### src/rtl/sf_user_pmem_wrap.sv
// sf_user_pmem_wrap: fixed-program fixed-point processor combining a captured sample burst with host constants.
module sf_user_pmem_wrap #(
  parameter int pw = 18,
  parameter int extra = 4,
  parameter int mw = 18,
  parameter int data_len = 6,
  parameter int consts_len = 4,
  parameter int const_aw = 2
) (
  input  logic                  sf_clk,
  input  logic                  rst,
  input  logic                  ce,
  input  logic [pw-1:0]         meas,
  input  logic                  trigger,
  input  logic                  h_write,
  input  logic [const_aw-1:0]   h_addr,
  input  logic [pw-1:0]         h_data,
  output logic                  ab_update,
  output logic [pw-1:0]         a_o,
  output logic [pw-1:0]         b_o,
  output logic                  cd_update,
  output logic [pw-1:0]         c_o,
  output logic [pw-1:0]         d_o,
  output logic [pw+extra-1:0]   trace,
  output logic [6:0]            trace_addr,
  output logic                  trace_strobe
);
  localparam int W = pw + extra;
  localparam int PW2 = 2 * mw + 1;
  localparam int sh = W - mw;
  localparam int psh = 2 * mw - 1 - W;
  localparam logic signed [PW2-1:0] smax = PW2'(2 ** (W - 1) - 1);
  localparam logic signed [PW2-1:0] smin = ~smax;
  typedef enum logic [1:0] {IDLE, CAPTURE, RUN} state_t;
  state_t st_q, st_d;
  logic [6:0] cnt_q, cnt_d;
  logic [W-1:0] s_q [data_len];
  logic [W-1:0] s_d [data_len];
  logic [pw-1:0] k_q [consts_len];
  logic [pw-1:0] k_d [consts_len];
  logic [W-1:0] h_q [3];
  logic [W-1:0] h_d [3];
  logic [pw-1:0] a_q, a_d, b_q, b_d, c_q, c_d, d_q, d_d;
  logic ab_q, ab_d, cd_q, cd_d, tr_q, tr_d;
  logic [W-1:0] trace_q, trace_d;
  logic [6:0] trace_addr_q, trace_addr_d;
  logic [W-1:0] mx, ky, res;
  logic [pw-1:0] kv;
  logic signed [PW2-1:0] mul_w, sum_w, res_w;
  logic is_mul;
  function automatic logic signed [PW2-1:0] sx(input logic [W-1:0] v);
    return PW2'($signed(v));
  endfunction
  // Step-indexed operand selection; the 3-deep history holds the most recent step results.
  always_comb begin
    mx = cnt_q == 7'd0 ? s_q[0] : cnt_q == 7'd1 ? s_q[1] : cnt_q == 7'd3 ? s_q[2] : cnt_q == 7'd4 ? s_q[3] : s_q[4];
    kv = (cnt_q == 7'd0 || cnt_q == 7'd3) ? k_q[0] : (cnt_q == 7'd1 || cnt_q == 7'd4) ? k_q[1] : k_q[2];
    ky = {kv, {extra{1'b0}}};
    mul_w = ((sx(mx) >>> sh) * (sx(ky) >>> sh)) >>> psh;
    sum_w = cnt_q == 7'd8 ? sx(s_q[5]) - sx(s_q[4])
          : cnt_q == 7'd7 ? sx(h_q[0]) + sx({k_q[3], {extra{1'b0}}})
          : sx(h_q[1]) + sx(h_q[0]);
    is_mul = cnt_q == 7'd0 || cnt_q == 7'd1 || cnt_q == 7'd3 || cnt_q == 7'd4 || cnt_q == 7'd6;
    res_w = is_mul ? mul_w : sum_w;
    res = res_w > smax ? smax[W-1:0] : res_w < smin ? smin[W-1:0] : res_w[W-1:0];
  end
  always_comb begin
    k_d = k_q;
    if (h_write && int'(h_addr) < consts_len) k_d[h_addr] = h_data;
  end
  always_comb begin
    st_d = st_q;
    cnt_d = cnt_q;
    s_d = s_q;
    h_d = h_q;
    a_d = a_q;
    b_d = b_q;
    c_d = c_q;
    d_d = d_q;
    ab_d = ab_q;
    cd_d = cd_q;
    tr_d = tr_q;
    trace_d = trace_q;
    trace_addr_d = trace_addr_q;
    if (ce) begin
      ab_d = 1'b0;
      cd_d = 1'b0;
      tr_d = 1'b0;
      if (st_q == IDLE && trigger) begin
        st_d = CAPTURE;
        cnt_d = '0;
      end else if (st_q == CAPTURE) begin
        for (int i = 0; i < data_len - 1; i++) s_d[i] = s_q[i+1];
        s_d[data_len-1] = {meas, {extra{1'b0}}};
        cnt_d = cnt_q == 7'(data_len - 1) ? '0 : cnt_q + 7'd1;
        st_d = cnt_q == 7'(data_len - 1) ? RUN : CAPTURE;
      end else if (st_q == RUN) begin
        h_d[0] = res;
        h_d[1] = h_q[0];
        h_d[2] = h_q[1];
        tr_d = 1'b1;
        trace_d = res;
        trace_addr_d = cnt_q;
        cnt_d = cnt_q + 7'd1;
        if (cnt_q == 7'd5) begin
          a_d = pw'($signed(h_q[2]) >>> extra);
          b_d = pw'($signed(res) >>> extra);
          ab_d = 1'b1;
        end
        if (cnt_q == 7'd8) begin
          c_d = pw'($signed(h_q[0]) >>> extra);
          d_d = pw'($signed(res) >>> extra);
          cd_d = 1'b1;
          cnt_d = '0;
          st_d = IDLE;
        end
      end
    end
  end
  always_ff @(posedge sf_clk or posedge rst) begin
    if (rst) begin
      st_q <= IDLE;
      cnt_q <= '0;
      s_q <= '{default: '0};
      k_q <= '{default: '0};
      h_q <= '{default: '0};
      a_q <= '0;
      b_q <= '0;
      c_q <= '0;
      d_q <= '0;
      ab_q <= 1'b0;
      cd_q <= 1'b0;
      tr_q <= 1'b0;
      trace_q <= '0;
      trace_addr_q <= '0;
    end else begin
      st_q <= st_d;
      cnt_q <= cnt_d;
      s_q <= s_d;
      k_q <= k_d;
      h_q <= h_d;
      a_q <= a_d;
      b_q <= b_d;
      c_q <= c_d;
      d_q <= d_d;
      ab_q <= ab_d;
      cd_q <= cd_d;
      tr_q <= tr_d;
      trace_q <= trace_d;
      trace_addr_q <= trace_addr_d;
    end
  end
  // Strobes stay registered while frozen and are masked until ce returns.
  assign ab_update = ab_q & ce;
  assign cd_update = cd_q & ce;
  assign trace_strobe = tr_q & ce;
  assign a_o = a_q;
  assign b_o = b_q;
  assign c_o = c_q;
  assign d_o = d_q;
  assign trace = trace_q;
  assign trace_addr = trace_addr_q;
endmodule

### config.mk
export PLATFORM = sky130hd
export DESIGN_NAME = sf_user_pmem_wrap
export DESIGN_NICKNAME = d
export VERILOG_FILES = /design/src/rtl/sf_user_pmem_wrap.sv
export SDC_FILE = /design/constraint.sdc
export NUM_CORES = 2
export LEC_CHECK = 0
export ABC_AREA = 1
export CAP_MARGIN = 40
export CORE_MARGIN = 2
export CORE_UTILIZATION = 45
export CTS_CLUSTER_DIAMETER = 100
export DETAILED_ROUTE_END_ITERATION = 8
export SYNTH_ARGS = -nofsm -noshare
export SYNTH_HDL_FRONTEND = slang
export SYNTH_SLANG_ARGS = --single-unit
### constraint.sdc
create_clock -name sf_clk -period 15.1 [get_ports sf_clk]
set_clock_uncertainty 0.1 [all_clocks]
set_input_delay 3.02 -clock sf_clk [delete_from_list [all_inputs] [get_ports sf_clk]]
set_output_delay 3.02 -clock sf_clk [all_outputs]
set_load 0.005 [all_outputs]
==> flow_summary.ini <==
[sta]
setup_viol = 0
hold_violations = 0
fmax_ghz = 0.103
slew_headroom_pct = 38.9
rsz0062_at_grt = false
period_needed_ps = 9740
final.setup.tns_ps = 0
worstMarginPinSlew_ps = 915
fin_crit_sh_pct = 64.5
slew_viol_final = 0

[worst_setup_path]
reg2reg_depth = 40
reg2reg_slack_ps = 5360
cp.required_ps = 15440
slowest_stage = fa_1
setup.worst_path.class = flop to flop
setup.worst_path.end_class = flop
cp.arrival_ps = 10080
r2r-end = trace[20]$_DFFE_PP0P_
r2r-start = cnt_q[0]$_DFFE_PP0P_
max_stage_delay_ps = 760
start_kind = flop
worstPathMaxFanout = 21
cp_common_cell = inv_1

[yosys]
synth_edf_count = 0
ys_ff_latch = 333
synth_cell_types = 53
synth_fp_nets = 4239
avgSynthCellArea_sq_um = 7.96
ys_warn_count = 0
synth_top_area_share_pct = 28.2
synthFlopType = dfrtp_1
synth_common_cells = nand2_1, inv_1, nor2_1
synth_area_sq_um = 29600
synthArstFlopShare_pct = 100
ys_seq_area_share_pct = 28.2
synthCells = 3715
synth_area_leaders = dfrtp_1, fa_1, nand2_1
synth_area_leader_cell = dfrtp_1
synth_most_common_cell = nand2_1

[cts]
clkSinkCount = 333
hold_buffers = 0
numCtsBuffers = 39
clk_pin_slew_worst_paths_ps = 60
clockRootBuffer = clkbuf_16
cts_tree = done
ctsResizeCount = 0
insertion_delay_ps = 560
htree_levels = 2
clock_path_buffers = 3
postCtsSetupBuffers = 0

[worst_hold_path]
hold_depth = 2
worstHoldEndpoint = a_o[5]$_DFFE_PP0P_
hold_class = flop to flop
holdCritStartpoint = h_q[9]$_DFFE_PP0P_

[place]
portBuffers = 146
gp_congestion = 0.940
hpwl_microns = 71000

[global_route]
antenna_found_initial = 0
grt_pass1_vias = 24800
grt_max_degree = 95
grt_overflow_total = 0
grt.total_usage_pct = 27.6
grt_pass1_wl_microns = 143000

[floorplanning]
io_pins = 147
die_y_microns = 260
fp.dieW_microns = 260
rows = 93
fp.dieArea_sq_um = 67800
start_util_pct = 45.7
core_sq_um = 64700

[detailed_routing]
drcViolationCount = 0
routed-via-count = 24400
dr.first_iter.drc_count = 1848
postRouteAntennaNets = 0
routedWlPerCell_microns = 19.3
drtPass1Iterations = 5
via_per_inst = 5.19
wl_microns = 90600

[layout]
multiInputGateArea_sq_um = 18300
fin_nets = 4333
syn_to_final_growth_pct = 12.3
nFillCells = 6455
seq_area_sq_um = 8330
drive_above_1_share_pct = 4.93
antennaDiodeCount = 0

[job]
cap_violations = 0

[run_status]
outcome = finished, final reports clean
-- per-stage QoR --
step	util [%]	hold WS [ps]	setup slack (ps)	std cells	instance area, sq um
2_1_floorplan	-	342	2760	3715	29600
3_3_place_gp	49.2	356	5520	4617	31800
3_5_place_dp	49.4	359	5350	4623	32000
4_1_cts	51.3	369	5300	4689	33200
5_1_grt	51.3	397	4490	4689	33200
6_report	51.3	362	5360	4689	33200
-- critical path: cells and delay by family, from the launching register on --
kind,cells,cell delay [ps]
AOI/OAI and AO/OA,5,1010
adders and majority gates,8,3940
buffers and inverters,10,1780
DFF,1,400
and+or+nand+nor,17,2370
-- logic make-up after synthesis --
logic type,count (synthesis),share of synthesized area (%)
flops,333,28.2
buf+inv,776,10.2
fa+ha+maj,481,28.8
mux,25,0.952
simple gates,1463,19.8
compound gates,592,10.7
xor+xnor,45,1.33
-- area by class of cell --
type | instances | share of cell area [%]
Sequential cell | 333 | 25.1
Tap cell | 855 | 3.22
Clock buffer | 54 | 3.29
Clock inverter | 12 | 0.490
Inverter | 637 | 7.22
Timing Repair Buffer | 192 | 5.73
Multi-Input combinational cell | 2606 | 55.0
-- cells in the final DEF (no fill, tap or decap), types with 3 or more instances in the layout --
master / n
a211oi_1: 5
a21boi_0: 3
a21o_1: 7
a21oi_1: 197
a31oi_1: 5
buf_16: 4
buf_4: 40
clkbuf_1: 9
clkbuf_16: 39
clkbuf_8: 6
clkdlybuf4s50_1: 146
clkinv_1: 12
clkinvlp_4: 3
dfrtp_1: 333
fa_1: 331
ha_1: 150
inv_1: 616
inv_2: 8
mux2_2: 25
nand2_1: 953
nand2_2: 21
nand2_4: 3
nand3_1: 81
nand4_1: 9
nor2_1: 341
nor2_4: 7
nor3_1: 22
nor4_1: 5
o211ai_1: 22
o21a_1: 13
o21ai_0: 302
o21ai_1: 14
o21ai_2: 4
o21bai_1: 6
o31ai_1: 4
or2_2: 5
xnor2_1: 27
xor2_1: 18
-- per-layer routing --
metal / global-route usage, % / share of wire, % / vias to the layer above
met5: 0 / 0 / -
met4: 11.7 / 4.7 / 0
met3: 2.98 / 5.5 / 176
met2: 46.0 / 47 / 765
met1: 36.6 / 42 / 11800
li1: - / - / 11600
-- state kept, by name (all words and copies together), names as in the netlist --
| name | count |
|---|---|
| c_o | 18 |
| s_q | 108 |
| cnt_q | 7 |
| tr_q | 1 |
| trace | 22 |
| b_o | 18 |
| ab_q | 1 |
| cd_q | 1 |
| trace_addr | 7 |
| a_o | 18 |
| st_q | 2 |
| h_q | 40 |
| d_o | 18 |
| k_q | 72 |
-- worst max path at each step --
stage | endpoint | from | slack, ps
finish | trace[20]$_DFFE_PP0P_ | cnt_q[0]$_DFFE_PP0P_ | 5360
global route | trace[20]$_DFFE_PP0P_ | cnt_q[0]$_DFFE_PP0P_ | 4490
CTS | trace[20]$_DFFE_PP0P_ | cnt_q[0]$_DFFE_PP0P_ | 5300
detailed placement | b_o[8]$_DFFE_PP0P_ | cnt_q[0]$_DFFE_PP0P_ | 5350
global placement | b_o[12]$_DFFE_PP0P_ | cnt_q[0]$_DFFE_PP0P_ | 5520
floorplan | a_o[0]$_DFFE_PP0P_ | rst | 2760
Power is left out: the tool's default activity adds up to more than one toggle a clock period on the data nets, which glitch-free logic cannot reach.
